File: src/rtl/fir_pkg.sv
// Shared definitions for the FIR filter family: control states and the
// output round/saturate helper used when narrowing an accumulator.
package fir_pkg;

  typedef enum logic [1:0] {
    IDLE = 2'd0,
    MAC  = 2'd1,
    OUT  = 2'd2
  } fir_state_e;

  // Working width of the round/saturate helper; wide enough for any accumulator.
  localparam int SAT_W = 64;

  function automatic int addr_width(input int taps);
    return (taps > 32'sd1) ? $clog2(taps) : 32'sd1;
  endfunction

  // Round half up by 2^(shift-1), arithmetic shift right, clamp to a signed out_w range.
  function automatic logic signed [SAT_W-1:0] round_sat(
    input logic signed [SAT_W-1:0] val,
    input int unsigned             shift,
    input int unsigned             out_w
  );
    logic signed [SAT_W-1:0] one_s;
    logic signed [SAT_W-1:0] half_s;
    logic signed [SAT_W-1:0] rnd_s;
    logic signed [SAT_W-1:0] shf_s;
    logic signed [SAT_W-1:0] max_s;
    logic signed [SAT_W-1:0] min_s;
    logic signed [SAT_W-1:0] res_s;
    one_s = 64'sd1;
    if (shift > 32'd0) begin
      half_s = one_s <<< (shift - 32'd1);
    end else begin
      half_s = 64'sd0;
    end
    rnd_s = val + half_s;
    shf_s = rnd_s >>> shift;
    max_s = (one_s <<< (out_w - 32'd1)) - one_s;
    min_s = -(one_s <<< (out_w - 32'd1));
    if (shf_s > max_s) begin
      res_s = max_s;
    end else if (shf_s < min_s) begin
      res_s = min_s;
    end else begin
      res_s = shf_s;
    end
    return res_s;
  endfunction

endpackage

File: src/rtl/fir_coef_ram.sv
// Runtime-writable coefficient store: synchronous write, combinational read,
// cleared by reset.
module fir_coef_ram
  import fir_pkg::*;
#(
  parameter int TAPS   = 32,
  parameter int COEF_W = 8,
  parameter int ADDR_W = 5
) (
  input  logic              clk,
  input  logic              rst,
  input  logic              we,
  input  logic [ADDR_W-1:0] waddr,
  input  logic [COEF_W-1:0] wdata,
  input  logic [ADDR_W-1:0] raddr,
  output logic [COEF_W-1:0] rdata
);

  logic [COEF_W-1:0] mem_r [TAPS];

  // Coefficient array: cleared on reset, one entry written per strobe.
  always_ff @(posedge clk) begin
    if (rst) begin
      for (int i = 0; i < TAPS; i++) begin
        mem_r[i] <= '0;
      end
    end else if (we) begin
      mem_r[waddr] <= wdata;
    end
  end

  assign rdata = mem_r[raddr];

endmodule

File: src/rtl/fir_serial_mac.sv
// Time-multiplexed FIR filter: one shared multiply-accumulate walks all taps,
// with valid/ready handshakes, a writable coefficient RAM and rounded, saturated output.
module fir_serial_mac
  import fir_pkg::*;
#(
  parameter int DATA_W    = 8,
  parameter int COEF_W    = 8,
  parameter int TAPS      = 32,
  parameter int ACC_W     = 24,
  parameter int OUT_W     = 16,
  parameter int OUT_SHIFT = 0
) (
  input  logic                      clk,
  input  logic                      rst,
  input  logic signed [DATA_W-1:0]  x_n,
  input  logic                      in_valid,
  output logic                      in_ready,
  output logic signed [OUT_W-1:0]   y_n,
  output logic                      out_valid,
  input  logic                      out_ready,
  input  logic                      coef_we,
  input  logic [$clog2(TAPS)-1:0]   coef_addr,
  input  logic signed [COEF_W-1:0]  coef_wdata,
  output logic                      coef_err
);

  localparam int ADDR_W = addr_width(TAPS);
  localparam int PROD_W = DATA_W + COEF_W;
  localparam logic [ADDR_W-1:0] LAST_TAP = ADDR_W'(TAPS - 1);

  fir_state_e               state_r;
  logic signed [DATA_W-1:0] dline_r [TAPS];
  logic [ADDR_W-1:0]        wr_ptr_r;
  logic [ADDR_W-1:0]        rd_ptr_r;
  logic [ADDR_W-1:0]        tap_r;
  logic signed [ACC_W-1:0]  acc_r;
  logic signed [OUT_W-1:0]  y_r;
  logic                     in_ready_r;
  logic                     out_valid_r;
  logic                     coef_err_r;

  logic                     accept_s;
  logic                     coef_addr_ok_s;
  logic                     coef_wr_s;
  logic                     coef_bad_s;
  logic [COEF_W-1:0]        coef_rd_raw_s;
  logic signed [COEF_W-1:0] coef_rd_s;
  logic signed [PROD_W-1:0] prod_s;
  logic signed [ACC_W-1:0]  acc_next_s;
  logic signed [OUT_W-1:0]  y_next_s;
  logic [ADDR_W-1:0]        wr_next_s;
  logic [ADDR_W-1:0]        rd_prev_s;

  // Only non-power-of-two tap counts can address past the last coefficient.
  if ((32'd1 << ADDR_W) == TAPS) begin : g_addr_full
    assign coef_addr_ok_s = 1'b1;
  end else begin : g_addr_range
    localparam logic [ADDR_W:0] TAPS_EXT = (ADDR_W + 1)'(TAPS);
    assign coef_addr_ok_s = ({1'b0, coef_addr} < TAPS_EXT);
  end

  fir_coef_ram #(
    .TAPS   (TAPS),
    .COEF_W (COEF_W),
    .ADDR_W (ADDR_W)
  ) u_coef_ram (
    .clk   (clk),
    .rst   (rst),
    .we    (coef_wr_s),
    .waddr (coef_addr),
    .wdata (coef_wdata),
    .raddr (tap_r),
    .rdata (coef_rd_raw_s)
  );

  assign coef_rd_s = coef_rd_raw_s;

  // Handshake and write qualification, pointer wrap, and the shared MAC datapath.
  always_comb begin
    accept_s   = (state_r == IDLE) && in_valid;
    coef_wr_s  = 1'b0;
    coef_bad_s = 1'b0;
    if (coef_we) begin
      if ((state_r == IDLE) && coef_addr_ok_s) begin
        coef_wr_s = 1'b1;
      end else begin
        coef_bad_s = 1'b1;
      end
    end else begin
      coef_wr_s  = 1'b0;
      coef_bad_s = 1'b0;
    end
    if (wr_ptr_r == LAST_TAP) begin
      wr_next_s = '0;
    end else begin
      wr_next_s = wr_ptr_r + ADDR_W'(1);
    end
    if (rd_ptr_r == '0) begin
      rd_prev_s = LAST_TAP;
    end else begin
      rd_prev_s = rd_ptr_r - ADDR_W'(1);
    end
    prod_s     = PROD_W'(coef_rd_s) * PROD_W'(dline_r[rd_ptr_r]);
    acc_next_s = acc_r + ACC_W'(prod_s);
    y_next_s   = OUT_W'(round_sat(SAT_W'(acc_next_s), OUT_SHIFT, OUT_W));
  end

  // Control FSM, delay line, accumulator and registered outputs.
  always_ff @(posedge clk) begin
    if (rst) begin
      state_r     <= IDLE;
      for (int i = 0; i < TAPS; i++) begin
        dline_r[i] <= '0;
      end
      wr_ptr_r    <= '0;
      rd_ptr_r    <= '0;
      tap_r       <= '0;
      acc_r       <= '0;
      y_r         <= '0;
      in_ready_r  <= 1'b1;
      out_valid_r <= 1'b0;
      coef_err_r  <= 1'b0;
    end else begin
      coef_err_r <= coef_bad_s;
      case (state_r)
        IDLE: begin
          if (accept_s) begin
            dline_r[wr_ptr_r] <= x_n;
            wr_ptr_r          <= wr_next_s;
            rd_ptr_r          <= wr_ptr_r;
            tap_r             <= '0;
            acc_r             <= '0;
            in_ready_r        <= 1'b0;
            state_r           <= MAC;
          end
        end
        MAC: begin
          // rd_ptr walks backwards from the newest sample, so tap k meets x[n-k].
          acc_r    <= acc_next_s;
          tap_r    <= tap_r + ADDR_W'(1);
          rd_ptr_r <= rd_prev_s;
          if (tap_r == LAST_TAP) begin
            y_r         <= y_next_s;
            out_valid_r <= 1'b1;
            state_r     <= OUT;
          end
        end
        OUT: begin
          if (out_ready) begin
            out_valid_r <= 1'b0;
            in_ready_r  <= 1'b1;
            state_r     <= IDLE;
          end
        end
        default: begin
          out_valid_r <= 1'b0;
          in_ready_r  <= 1'b1;
          state_r     <= IDLE;
        end
      endcase
    end
  end

  assign in_ready  = in_ready_r & ~rst;
  assign out_valid = out_valid_r;
  assign y_n       = y_r;
  assign coef_err  = coef_err_r;

endmodule

File: config.mk
export PLATFORM = sky130hd
export DESIGN_NAME = fir_serial_mac
export DESIGN_NICKNAME = d
export VERILOG_FILES = /design/src/rtl/fir_pkg.sv /design/src/rtl/fir_coef_ram.sv /design/src/rtl/fir_serial_mac.sv
export SDC_FILE = /design/constraint.sdc
export NUM_CORES = 1
export LEC_CHECK = 0
export BUFFER_PORTS_ARGS = -buffer_cell sky130_fd_sc_hd__buf_2
export CORE_MARGIN = 2
export CORE_UTILIZATION = 30
export DETAILED_ROUTE_END_ITERATION = 16
export PLACE_DENSITY = 0.46
export SLEW_MARGIN = 15
export SYNTH_ARGS = -nofsm -noshare
export SYNTH_HDL_FRONTEND = slang
export SYNTH_SLANG_ARGS = --single-unit
export TNS_END_PERCENT = 20
File: constraint.sdc
create_clock -name clk -period 11.5 [get_ports clk]
set_input_delay 1.15 -clock clk [delete_from_list [all_inputs] [get_ports clk]]
set_output_delay 1.15 -clock clk [all_outputs]
set_load 0.005 [all_outputs]
Word-level counts from Yosys, hierarchy flattened
Memories as Yosys holds them, arrays and structs flattened. A register that Yosys moved wholly into a read port is not among the register bits.
Index checks and enable logic that the tools add are counted.
- flip-flop bits (word level): 60
- memory bits (writable): 512
- output and inout bits: 19
- logic and storage cells: 85
- memories: 2
- add/sub/neg operators: 4
- multiply operators: 1
- order comparisons: 2
- eq/ne operators: 7
- muxes and demuxes: 42
- bitwise gates (word level): 5
- reduce and logical (&&, ||, !) cells: 13
- memories (name ; depth ; width ; read ports ; clocked after Yosys merged registers in ; wr ports ; RTL line ; text):
    dline_r ; 32 ; 8 ; 1 ; 1 ; 32 ; fir_serial_mac.sv:32 ; logic signed [DATA_W-1:0] dline_r [TAPS];
    u_coef_ram.mem_r ; 32 ; 8 ; 1 ; 1 ; 32 ; fir_coef_ram.sv:19 ; logic [COEF_W-1:0] mem_r [TAPS];
- operators by type and width (cell ; count):
    two-way mux 5 bit ; 10
    one-hot mux 24 bit (2 select lines) ; 1
    two-way mux 16 bit ; 2
    adder 24 x 16 -> 24 bit ; 1
    greater-than comparator 24 x 16 -> 1 bit, second input constant ; 1
    less-than comparator 24 x 16 -> 1 bit, second input constant ; 1
    two-way mux 24 bit ; 1
    one-hot mux 5 bit (2 select lines) ; 2
    two-way mux 1 bit ; 18
    multiplier 8 x 8 -> 16 bit ; 1
    two-way mux 8 bit ; 2
    OR reduction 8 bit ; 2
    adder 5 x 1 -> 5 bit, second input constant ; 2
    == test 5 bit, second input constant ; 2
    AND reduction 3 bit ; 3
    two-way mux 2 bit ; 3
    inequality test 2 bit, second input constant ; 3
    one-hot mux 1 bit (3 select lines) ; 2
    one-hot mux 2 bit (3 select lines) ; 1
    AND reduction 2 bit ; 3
    zero test 5 bit ; 1
    subtractor 5 x 1 -> 5 bit, second input constant ; 1
    inverter 1 bit ; 4
    == test 2 x 1 -> 1 bit, second input constant ; 1
    6 further kinds ; 6

Logic depth before layout (Yosys ltp)
Gate-level depths: netlist of run 1.
- depth after elaboration: 8
- mapped depth: 26
- gate-level depth less buffers: 23

By module
Synthesis of run 1 repeated with hierarchy kept, for this count alone.
- cells, all modules: 2185
- area total of the unflattened synthesis: 30478.0 um^2
- by module, submodules not included (module ; times used ; cells an instance ; area an instance (um^2)):
    fir_serial_mac ; 1 ; 1460 ; 18641.6
    fir_coef_ram ; 1 ; 725 ; 11836.4

Least setup slack after synthesis of run 1
OpenSTA, ideal clock, no wires.
- kind: register to register
- from: register (tool-made name)
- to: register y_r[14], in the netlist y_n[14]
- library setup time: 0.130 ns
- arrival time: 7.499 ns
- slack: 3.870 ns
- stages on the path, launching flop included: 25
- cell sequence: dfxtp_1 clkbuf_1 clkbuf_1 mux4_2 mux4_2 mux2_2 inv_1 nor2_1 inv_2 fa_1 inv_1 fa_1 fa_1 fa_1 fa_1 ha_1 o211ai_1 o211ai_1 a211oi_2 o21bai_1 xnor2_1 nand2_1 clkbuf_1 a2111oi_1 o211ai_1
- RTL lines (item ; RTL line ; text):
    end signal, assigned ; fir_serial_mac.sv:143 ; y_r <= y_next_s;
    end, declared ; fir_serial_mac.sv:37 ; logic signed [OUT_W-1:0] y_r;

==> metrics.md, run 1 <==
| Metric | Value |
|---|---|
| Maximum buffer depth of the clock tree | 3 |
| CTS tree | yes |
| Ant. Diodes | 0 |
| First-pass GRT wire length | 123.4 mm |
| Number of buffers created by CTS | 72 |
| Post-CTS resize count | 0 |
| Post-synth EDFFs | 512 |
| Critical Path RT | 11.98 ns |
| Measured slew at the worst slew-check pin | 1.092 ns |
| Global-route usage over all layers | 0.1581 |
| Seq/Total Area, Yosys | 0.5455 |
| Arr. time, crit path | 9.53 ns |
| DRT iter0 DRCs | 1353 |
| Worst Hold Class | flip-flop to flip-flop |
| H-tree depth | 3 |
| Cells after synthesis | 2235 |
| IO buf count | 44 |
| Main combinational cell family by area after synthesis | simple AND/OR/NAND/NOR gates |
| # DRC | 0 |
| Post-CTS Hold Buffers | 0 |
| Commonest non-fill, non-tap cell in the layout | and2_1 |
| Die area | 105100 um2 |
| Syn avg cell area | 13.76 um2 |
| Die width | 324.2 um |
| Max_slew headroom | 0.2688 |
| Initial Util | 0.3023 |
| Crit path launch type | flip-flop |
| Setup_tns | 0 ns |
| Synth cell types | 70 |
| Yosys warns | 0 |
| Fmax | 0.1104 GHz |
| Net switching power | 3.129 mW |
| Max FO, Critical Path | 33 |
| Grt ovf | 0 |
| Io pins | 45 |
| Sequential power share | 0.305 |
| Critical setup path kind | flip-flop to flip-flop |
| Mux share of post-synthesis cell area | 0.1243 |
| Post-CTS Setup Inserts | 0 |
| Final Max Tran Viols | 0 |
| Largest net degree at the start of global routing | 53 |
| Max-capacitance violation count | 0 |
| Post-Syn Area | 30750 um2 |
| Post-synthesis adder-cell area fraction | 0.09293 |
| Vias | 17690 |
| Row count | 117 |
| Clock latency on the worst-skew pair | 0.62 ns |
| CP endpoint kind | flip-flop |
| Period utilization | 0.7878 |
| Final Hold Viols | 0 |
| Die extent in y | 324.2 um |
| Initial antenna violation count | 3 |
| Maximum VDD drop | 0.3059 mV |
| Most frequent cells in the layout | and2_1 (518), edfxtp_1 (512), mux4_2 (160) |
| Post-DP HPWL | 54.29 mm |
| Yosys reg bits | 582 |
| Via density | 4.825 |
| XOR/XNOR Fraction of Synth Area | 0.006835 |
| Leak | 12.76 nW |
| Synthesized Nets | 2427 |
| Clock sink total | 582 |
| Share of power burned in combinational logic | 0.410 |
| Synth async-reset ratio | 0 |
| Clock Power Share | 0.284 |
| Final WS setup | 2.441 ns |
| Dpl ws | 2.314 ns |
| Run status | complete, no violations |
| Sw frac | 0.3916 |
| Clock skew | 0.04394 ns |
| Ys flop type | edfxtp_1 |
| Setup violations, final | 0 |
| Final min period | 9.059 ns |
| Area Growth Syn to Fin | 12.71% |
| Post-Synth Simple-Gate Area | 0.1676 |
| Routed wire length | 81.05 mm |
| Detail Route Antenna Nets | 0 |
| Placer Congestion | 0.8121 |
| Total power after layout | 7.991 mW |
| Clock-pin transition on the worst setup and hold timing paths | 0.06 ns |
| Core ar. | 101700 um2 |
| Number of global-route vias before repair | 18910 |
| RSZ-0062 raised after global routing | no |
| Worst hold slack | 0.4610 ns |
| Compound-cell area share of the yosys netlist | 0.03361 |
| Initial DRT Pass Iterations | 5 |
| DR WL/cell | 22.11 um |
| P per Cell Area | 230.5 nW/um2 |
| Final #Nets | 2434 |
| Share of cells above drive strength 1 | 0.1910 |
| Root Buffer | clkbuf_16 |
| Internal power | 4.862 mW |
Yosys cell counts, types with 14 or more instances:
cell	n	area, um2
nor2_1	146	548.0
clkbuf_1	93	349.1
xnor2_1	18	157.7
or2_2	64	400.4
ha_1	62	775.7
inv_1	90	337.8
mux4_2	160	3603
buf_2	16	80.08
fa_1	104	2082
o21ai_0	14	70.07
nand3_1	34	170.2
nand2_1	80	300.3
edfxtp_1	512	15370
a21oi_1	58	290.3
and2_1	518	3241
o211ai_1	14	105.1
dfxtp_1	70	1401
routing by layer:
layer	up-vias	track usage	routed length [um]
li1	8039	-	-
met1	9150	0.2142	36790
met2	392	0.2585	38560
met3	106	0.03078	3899
met4	2	0.04280	1801
met5	-	0	8
final cells by class:
class / count / area, um2
Fill cell: 9893 / 67080
Inverter: 96 / 360.3
Clock buffer: 95 / 1982
Sequential cell: 582 / 16790
Clock inverter: 35 / 374.1
Timing Repair Buffer: 61 / 350.3
Tap cell: 1368 / 1712
Multi-Input combinational cell: 1429 / 13100
power by group through the flow:
stage	sequential [mW]	clock [mW]	combinational, mW
after detailed placement	2.49	0	3.25
after CTS	2.44	2.32	3.28
final	2.44	2.27	3.28
after global placement	2.48	0	3.24
after global routing	2.45	2.41	3.64
after floorplan	2.45	0	2.42
final timing paths:
kind	depth (start not counted)	from	slack, ns	to
worst min register to register	2	y_n[15]$_SDFFE_PP0P_	0.46	y_n[15]$_SDFFE_PP0P_
worst max-delay path	21	flip-flop	2.44	y_n[1]$_SDFFE_PP0P_
worst min-delay path	2	y_n[15]$_SDFFE_PP0P_	0.46	y_n[15]$_SDFFE_PP0P_
worst max register to register	21	flip-flop	2.44	y_n[1]$_SDFFE_PP0P_
cells by family (layout without fill, tap and decap cells):
family,Yosys count,after routing
AOI/OAI and AO/OA,149,149
buffers and inverters,224,287
DFF,582,582
adders and majority gates,166,166
muxes,178,178
and+or+nand+nor,912,912
xor gates and xnor gates,24,24
registers in the layout, indices dropped and copies added, names as in the netlist, named ones only:
name              count
acc_r                24
coef_err              1
dline_r             256
in_ready_r            1
out_valid             1
rd_ptr_r              5
state_r               2
tap_r                 5
u_coef_ram.mem_r    256
wr_ptr_r              5
y_n                  16
stage by stage:
step | instance area, um2 | cells | util
after CTS | 34660 | 3666 | 0.3407
after detailed placement | 32300 | 3536 | 0.3175
after global placement | 32300 | 3536 | 0.3175
final | 34660 | 3666 | 0.3407
after global routing | 34660 | 3666 | 0.3407
after floorplan | 30750 | 2235 | -
worst max-delay path, cell delays in order, from the launching register on:
cell and delay, ns:
dfxtp_4 0.78, buf_4 0.59, mux4_2 0.62, mux4_2 0.50
mux2i_2 0.52, nor2_1 0.25, fa_1 0.76, inv_1 0.24
fa_1 0.46, fa_1 0.54, inv_1 0.05, fa_1 0.43
ha_1 0.29, ha_1 0.35, o21ai_0 0.31, o2111ai_2 0.21
a221oi_1 0.34, a211oi_2 0.09, o211ai_2 0.13, nand4_1 0.58
a2111oi_0 0.60, o211ai_1 0.16
Power figures use the tool's default switching activity.
==> run 2: changes to the inputs <==
--- a/config.mk
+++ b/config.mk
@@ -9,7 +9,7 @@
 export CORE_MARGIN = 2
 export CORE_UTILIZATION = 30
 export DETAILED_ROUTE_END_ITERATION = 16
-export PLACE_DENSITY = 0.46
+export PLACE_DENSITY = 0.47
 export SLEW_MARGIN = 15
 export SYNTH_ARGS = -nofsm -noshare
 export SYNTH_HDL_FRONTEND = slang
==> constraint.sdc (replaced) <==
create_clock -name clk -period 8.3 [get_ports clk]
set_input_delay 0.83 -clock clk [delete_from_list [all_inputs] [get_ports clk]]
set_output_delay 0.83 -clock clk [all_outputs]
set_load 0.005 [all_outputs]
==> run 2 against run 1 <==
Against the previous run: global-route usage fell by 0.19 points; critical endpoint is now y_n[2]$_SDFFE_PP0P_; first-iteration DRC count fell by 11%; count of clock-buffer cells in the layout fell by 5; routed wire length fell by 1.2%.
==> metrics.md, run 2 (synthesis gave the netlist of run 1 again) <==
| Metric | Value |
|---|---|
| Setup violations, final | 0 |
| Worst hold slack | 0.4498 ns |
| Initial DRT Pass Iterations | 5 |
| # DRC | 0 |
| Setup_tns | 0 ns |
| CTS tree | yes |
| Arr. time, crit path | 8.35 ns |
| Placed insts | 3557 |
| Initial antenna violation count | 1 |
| Clock sink total | 582 |
| First-pass GRT wire length | 122.7 mm |
| Ant. Diodes | 0 |
| Leak | 12.94 nW |
| RSZ-0062 raised after global routing | no |
| Area of the multi-input gates | 13130 um2 |
| Run status | complete, no violations |
| Max_slew headroom | 0.2745 |
| H-tree depth | 3 |
| IO buf count | 44 |
| Maximum buffer depth of the clock tree | 3 |
| Hold_sp | y_n[8]$_SDFFE_PP0P_ |
| Period utilization | 0.9463 |
| Final Max Tran Viols | 0 |
| Post-DP HPWL | 54.23 mm |
| P per Cell Area | 320.1 nW/um2 |
| Non-Filler Instances | 3696 |
| Final Hold Viols | 0 |
| Crit path launch type | flip-flop |
| Largest net degree at the start of global routing | 65 |
| Max-capacitance violation count | 0 |
| Io pins | 45 |
| Row count | 117 |
| Clock-pin transition on the worst setup and hold timing paths | 0.06 ns |
| Root Buffer | clkbuf_16 |
| # fillers | 9863 |
| Regs by FF count | dline_r (256), u_coef_ram.mem_r (256), acc_r (24) |
| Die extent in y | 324.2 um |
| Total power after layout | 11.21 mW |
| Grt ovf | 0 |
| Die area | 105100 um2 |
| Critical setup path kind | flip-flop to flip-flop |
| Maximum VDD drop | 0.4660 mV |
| Routed wire length | 80.07 mm |
| Worst Hold Class | flip-flop to flip-flop |
| Global-route usage over all layers | 0.1561 |
| Fmax | 0.1273 GHz |
| Max FO, Critical Path | 19 |
| DRT iter0 DRCs | 1210 |
| Number of global-route vias before repair | 18910 |
| Die width | 324.2 um |
| Final #Nets | 2465 |
| Clock skew | 0.03748 ns |
| Placer Congestion | 0.8038 |
| CP endpoint kind | flip-flop |
| Post-CTS Hold Buffers | 0 |
| Number of buffers created by CTS | 70 |
| Commonest non-fill, non-tap cell in the layout | and2_1 |
| Critical Path RT | 8.79 ns |
| Detail Route Antenna Nets | 0 |
| Core ar. | 101700 um2 |
| Via density | 4.811 |
| Vias | 17780 |
| Reg area | 16790 um2 |
| Initial Util | 0.3023 |
| Measured slew at the worst slew-check pin | 1.083 ns |
| Area Growth Syn to Fin | 13.85% |
| DR WL/cell | 21.66 um |
| Clock latency on the worst-skew pair | 0.63 ns |
| Most frequent cells in the layout | and2_1 (518), edfxtp_1 (512), mux4_2 (160) |
| Share of cells above drive strength 1 | 0.2023 |
| Final min period | 7.854 ns |
==> run 2: changes by cell type in the layout (fill, tap and decap cells not counted), moves of 2 or more <==
cell	previous run	this run
clkinv_2	12	7
clkinv_4	0	4
mux2i_4	0	3
mux2i_2	9	6
clkinv_8	0	2
buf_12	0	6
buf_4	18	45
bufinv_16	6	8
clkinv_1	9	11
clkbuf_8	3	0
==> run 2: worst max-delay path: stages, from the launching register on <==
cell       delay [ns]
dfxtp_4          0.51
buf_12           0.23
buf_4            0.22
mux4_2           0.56
mux4_2           0.52
mux2i_2          0.44
inv_2            0.13
nand2_1          0.11
fa_1             0.41
inv_1            0.08
fa_1             0.45
fa_1             0.57
fa_1             0.44
fa_1             0.48
ha_1             0.35
o211ai_1         0.24
o211ai_1         0.22
a211oi_1         0.31
xor2_1           0.49
nand4_1          0.16
buf_4            0.22
a2111oi_1        0.38
o211ai_1         0.15
==> run 2: layer usage <==
layer / up-vias / wire (um) / GRT usage / part of all wire
met2: 354 / 37690 / 0.2527 / 0.47
met1: 9213 / 37230 / 0.2177 / 0.46
met3: 100 / 3566 / 0.02741 / 0.045
li1: 8113 / - / - / -
met4: 2 / 1569 / 0.03724 / 0.020
met5: - / 11 / 0 / 0.00014
==> run 2: final cells by class <==
cell class              count  share of cell area
well taps                1368             0.04889
multi-input cells        1429              0.3751
repair buffers             94             0.01923
inverters                  96             0.01040
clock buffers              90             0.05461
clock inverters            37             0.01226
flip-flops and latches    582              0.4795
==> run 2: per-stage QoR <==
stage / worst slack [ns] / area [um2] / utilization
finish: 0.4458 / 35010 / 0.3441
global placement: 0.3332 / 32520 / 0.3197
floorplan: 0.6702 / 30750 / -
detailed placement: 0.08119 / 32520 / 0.3197
global route: 0.07618 / 35010 / 0.3441
CTS: 0.07532 / 34870 / 0.3427
==> run 2: final timing paths <==
check                           depth (start not counted)  slack [ns]                  end
worst min-delay path                                    2        0.45  y_n[8]$_SDFFE_PP0P_
worst min register to register                          2        0.45  y_n[8]$_SDFFE_PP0P_
worst max register to register                         22        0.45  y_n[2]$_SDFFE_PP0P_
worst max-delay path                                   22        0.45  y_n[2]$_SDFFE_PP0P_
==> run 2: report_power, final <==
| group | leakage (nW) | total (mW) | internal, mW | switching, mW |
|---|---|---|---|---|
| Combinational | 5.95 | 4.68 | 1.64 | 3.04 |
| Sequential | 5.85 | 3.36 | 3.30 | 0.0608 |
| Clock | 1.14 | 3.17 | 1.89 | 1.28 |
| Total | 12.9 | 11.2 | 6.83 | 4.38 |
==> run 2: repair_timing <==
item	CTS	global route
setup buffers	0	12
setup endpoints to repair	0	15
gates resized for setup	0	7
==> run 3: changes to the inputs <==
--- a/config.mk
+++ b/config.mk
@@ -9,7 +9,7 @@
 export CORE_MARGIN = 2
 export CORE_UTILIZATION = 30
 export DETAILED_ROUTE_END_ITERATION = 16
-export PLACE_DENSITY = 0.47
+export PLACE_DENSITY = 0.41
 export SLEW_MARGIN = 15
 export SYNTH_ARGS = -nofsm -noshare
 export SYNTH_HDL_FRONTEND = slang
==> run 3 against run 2 <==
Against the previous run: die area is the same; sequential share of layout area up 0.16 points; cell area fell by 0.33%; routed wire length increased by 6.3%; core utilization down 0.11 points; setup slack better by 0.026 ns; flip-flop and latch count unchanged; fmax grew 0.34%; worst hold slack better by 0.0070 ns; total power up 0.39%; combinational power up 0.9%; non-clock buffer count is 8 lower.
==> metrics.md, run 3 (synthesis gave the netlist of run 1 again) <==
| Metric | Value |
|---|---|
| Run status | complete, no violations |
| IO buf count | 44 |
| Die extent in y | 324.2 um |
| First-pass GRT wire length | 127.8 mm |
| Reg area | 16790 um2 |
| Post-CTS resize count | 0 |
| Leak | 12.90 nW |
| Post-CTS Setup Inserts | 0 |
| Arr. time, crit path | 8.34 ns |
| Reg2reg path depth | 21 |
| Number of buffers created by CTS | 72 |
| Maximum VDD drop | 0.4577 mV |
| Global-route usage over all layers | 0.1663 |
| Clock latency on the worst-skew pair | 0.64 ns |
| Non-Filler Instances | 3692 |
| Grt ovf | 0 |
| Root Buffer | clkbuf_16 |
| Hold path cells | 2 |
| Crit-path slowest cell | dfxtp_2 |
| H-tree depth | 3 |
| Area Growth Syn to Fin | 13.47% |
| Die width | 324.2 um |
| Critical Path RT | 8.81 ns |
| Most frequent cells in the layout | and2_1 (518), edfxtp_1 (512), mux4_2 (160) |
| Initial DRT Pass Iterations | 5 |
| Critical-path cell list | buf_4 > mux4_2 > mux4_2 > mux2i_2 > buf_4 > nor2_1 > fa_1 > inv_1 > fa_1 > inv_1 > fa_1 > fa_1 > ha_1 > ha_1 > a211o_1 > a211oi_2 > o21bai_1 > xnor2_1 > nand2_1 > a2111oi_0 > o211ai_1 |
| Die area | 105100 um2 |
| Max-capacitance violation count | 0 |
| Critical setup path kind | flip-flop to flip-flop |
| Final Hold Viols | 0 |
| Share of cells above drive strength 1 | 0.2002 |
| Vias | 17540 |
| Regs by FF count | dline_r (256), u_coef_ram.mem_r (256), acc_r (24) |
| Hold_sp | y_n[15]$_SDFFE_PP0P_ |
| # fillers | 9882 |
| Via density | 4.750 |
| Worst Hold Class | flip-flop to flip-flop |
| Clock sink total | 582 |
| CTS tree | yes |
| Hold endpoint | y_n[15]$_SDFFE_PP0P_ |
| Reg2Reg Capture Point | y_n[4]$_SDFFE_PP0P_ |
| Post-CTS Hold Buffers | 0 |
| CP dominant cell by count | fa_1 |
| Detail Route Antenna Nets | 0 |
| Fmax | 0.1277 GHz |
| Initial antenna violation count | 0 |
| Final #Nets | 2459 |
| Core ar. | 101700 um2 |
| Setup_tns | 0 ns |
| Number of global-route vias before repair | 18600 |
| Io pins | 45 |
| Clock skew | 0.02939 ns |
| Initial Util | 0.3023 |
| Area of the multi-input gates | 13100 um2 |
| DRT iter0 DRCs | 1170 |
| R2r setup slk | 0.47 ns |
| Final min period | 7.828 ns |
| CP endpoint kind | flip-flop |
| Final Max Tran Viols | 0 |
| Max_slew headroom | 0.2220 |
| Clock-pin transition on the worst setup and hold timing paths | 0.06 ns |
| Setup violations, final | 0 |
| CP top delay family | adder cells |
| Buf/Inv on CP | 4 |
| Row count | 117 |
| Measured slew at the worst slew-check pin | 1.162 ns |
| Routed wire length | 85.08 mm |
| RSZ-0062 raised after global routing | no |
| P per Cell Area | 322.4 nW/um2 |
| Max FO, Critical Path | 15 |
| Commonest non-fill, non-tap cell in the layout | and2_1 |
| Post-DP HPWL | 56.68 mm |
| Period utilization | 0.9431 |
| Placer Congestion | 0.7641 |
| Placed insts | 3561 |
| # DRC | 0 |
| Worst path max stage delay | 0.57 ns |
| Largest net degree at the start of global routing | 54 |
| Maximum buffer depth of the clock tree | 3 |
| DR WL/cell | 23.04 um |
| Crit path launch type | flip-flop |
run 3: worst register-to-register path: stages (launching register included):
cell and delay, ns:
dfxtp_2 0.57, buf_4 0.34, mux4_2 0.42, mux4_2 0.52, mux2i_2 0.28, buf_4 0.24
nor2_1 0.12, fa_1 0.49, inv_1 0.22, fa_1 0.53, inv_1 0.32, fa_1 0.50
fa_1 0.45, ha_1 0.29, ha_1 0.39, a211o_1 0.34, a211oi_2 0.28, o21bai_1 0.14
xnor2_1 0.26, nand2_1 0.39, a2111oi_0 0.49, o211ai_1 0.12
run 3: cell type report:
class | count | share of cell area
diodes | 1 | 0.00007171
clock buffers | 89 | 0.05554
clock inverters | 41 | 0.01140
inverters | 96 | 0.01033
multi-input cells | 1429 | 0.3753
flip-flops and latches | 582 | 0.4811
well taps | 1368 | 0.04905
repair buffers | 86 | 0.01721
run 3: where the power goes:
part	total [mW]	internal, mW	switching, mW
Combinational	4.72	1.63	3.09
Clock	3.16	1.85	1.31
Sequential	3.37	3.30	0.0634
Total	11.3	6.79	4.46
run 3: layer usage:
| layer | vias up | global-route usage | routed length [um] |
|---|---|---|---|
| li1 | 8087 | - | - |
| met1 | 9059 | 0.2333 | 40100 |
| met2 | 305 | 0.2680 | 40360 |
| met3 | 87 | 0.02822 | 3177 |
| met4 | 0 | 0.04023 | 1442 |
| met5 | - | 0 | 0 |
run 3: worst max-delay path by stage:
stage | from | endpoint | slack, ns | cells past startpoint
6_report | flip-flop | y_n[4]$_SDFFE_PP0P_ | 0.47 | 21
5_1_grt | flip-flop | y_n[0]$_SDFFE_PP0P_ | 0.005 | 25
4_1_cts | flip-flop | y_n[3]$_SDFFE_PP0P_ | 0.44 | 21
3_5_place_dp | flip-flop | y_n[3]$_SDFFE_PP0P_ | 0.45 | 21
3_3_place_gp | flip-flop | y_n[4]$_SDFFE_PP0P_ | 0.55 | 21
2_1_floorplan | flip-flop | y_n[14]$_SDFFE_PP0P_ | 0.67 | 24
run 3: metrics by stage:
| stage | power (mW) | utilization | setup WS [ns] | hold WS [ns] | instance area (um2) |
|---|---|---|---|---|---|
| global placement | 8.113 | 0.3200 | 0.5517 | 0.4495 | 32560 |
| detailed placement | 8.127 | 0.3200 | 0.4511 | 0.4470 | 32560 |
| finish | 11.25 | 0.3430 | 0.4721 | 0.4569 | 34890 |
| CTS | 11.36 | 0.3429 | 0.4372 | 0.4279 | 34890 |
| global route | 12.01 | 0.3430 | 0.004649 | 0.4620 | 34890 |
| floorplan | 6.748 | - | 0.6702 | 0.4460 | 30750 |
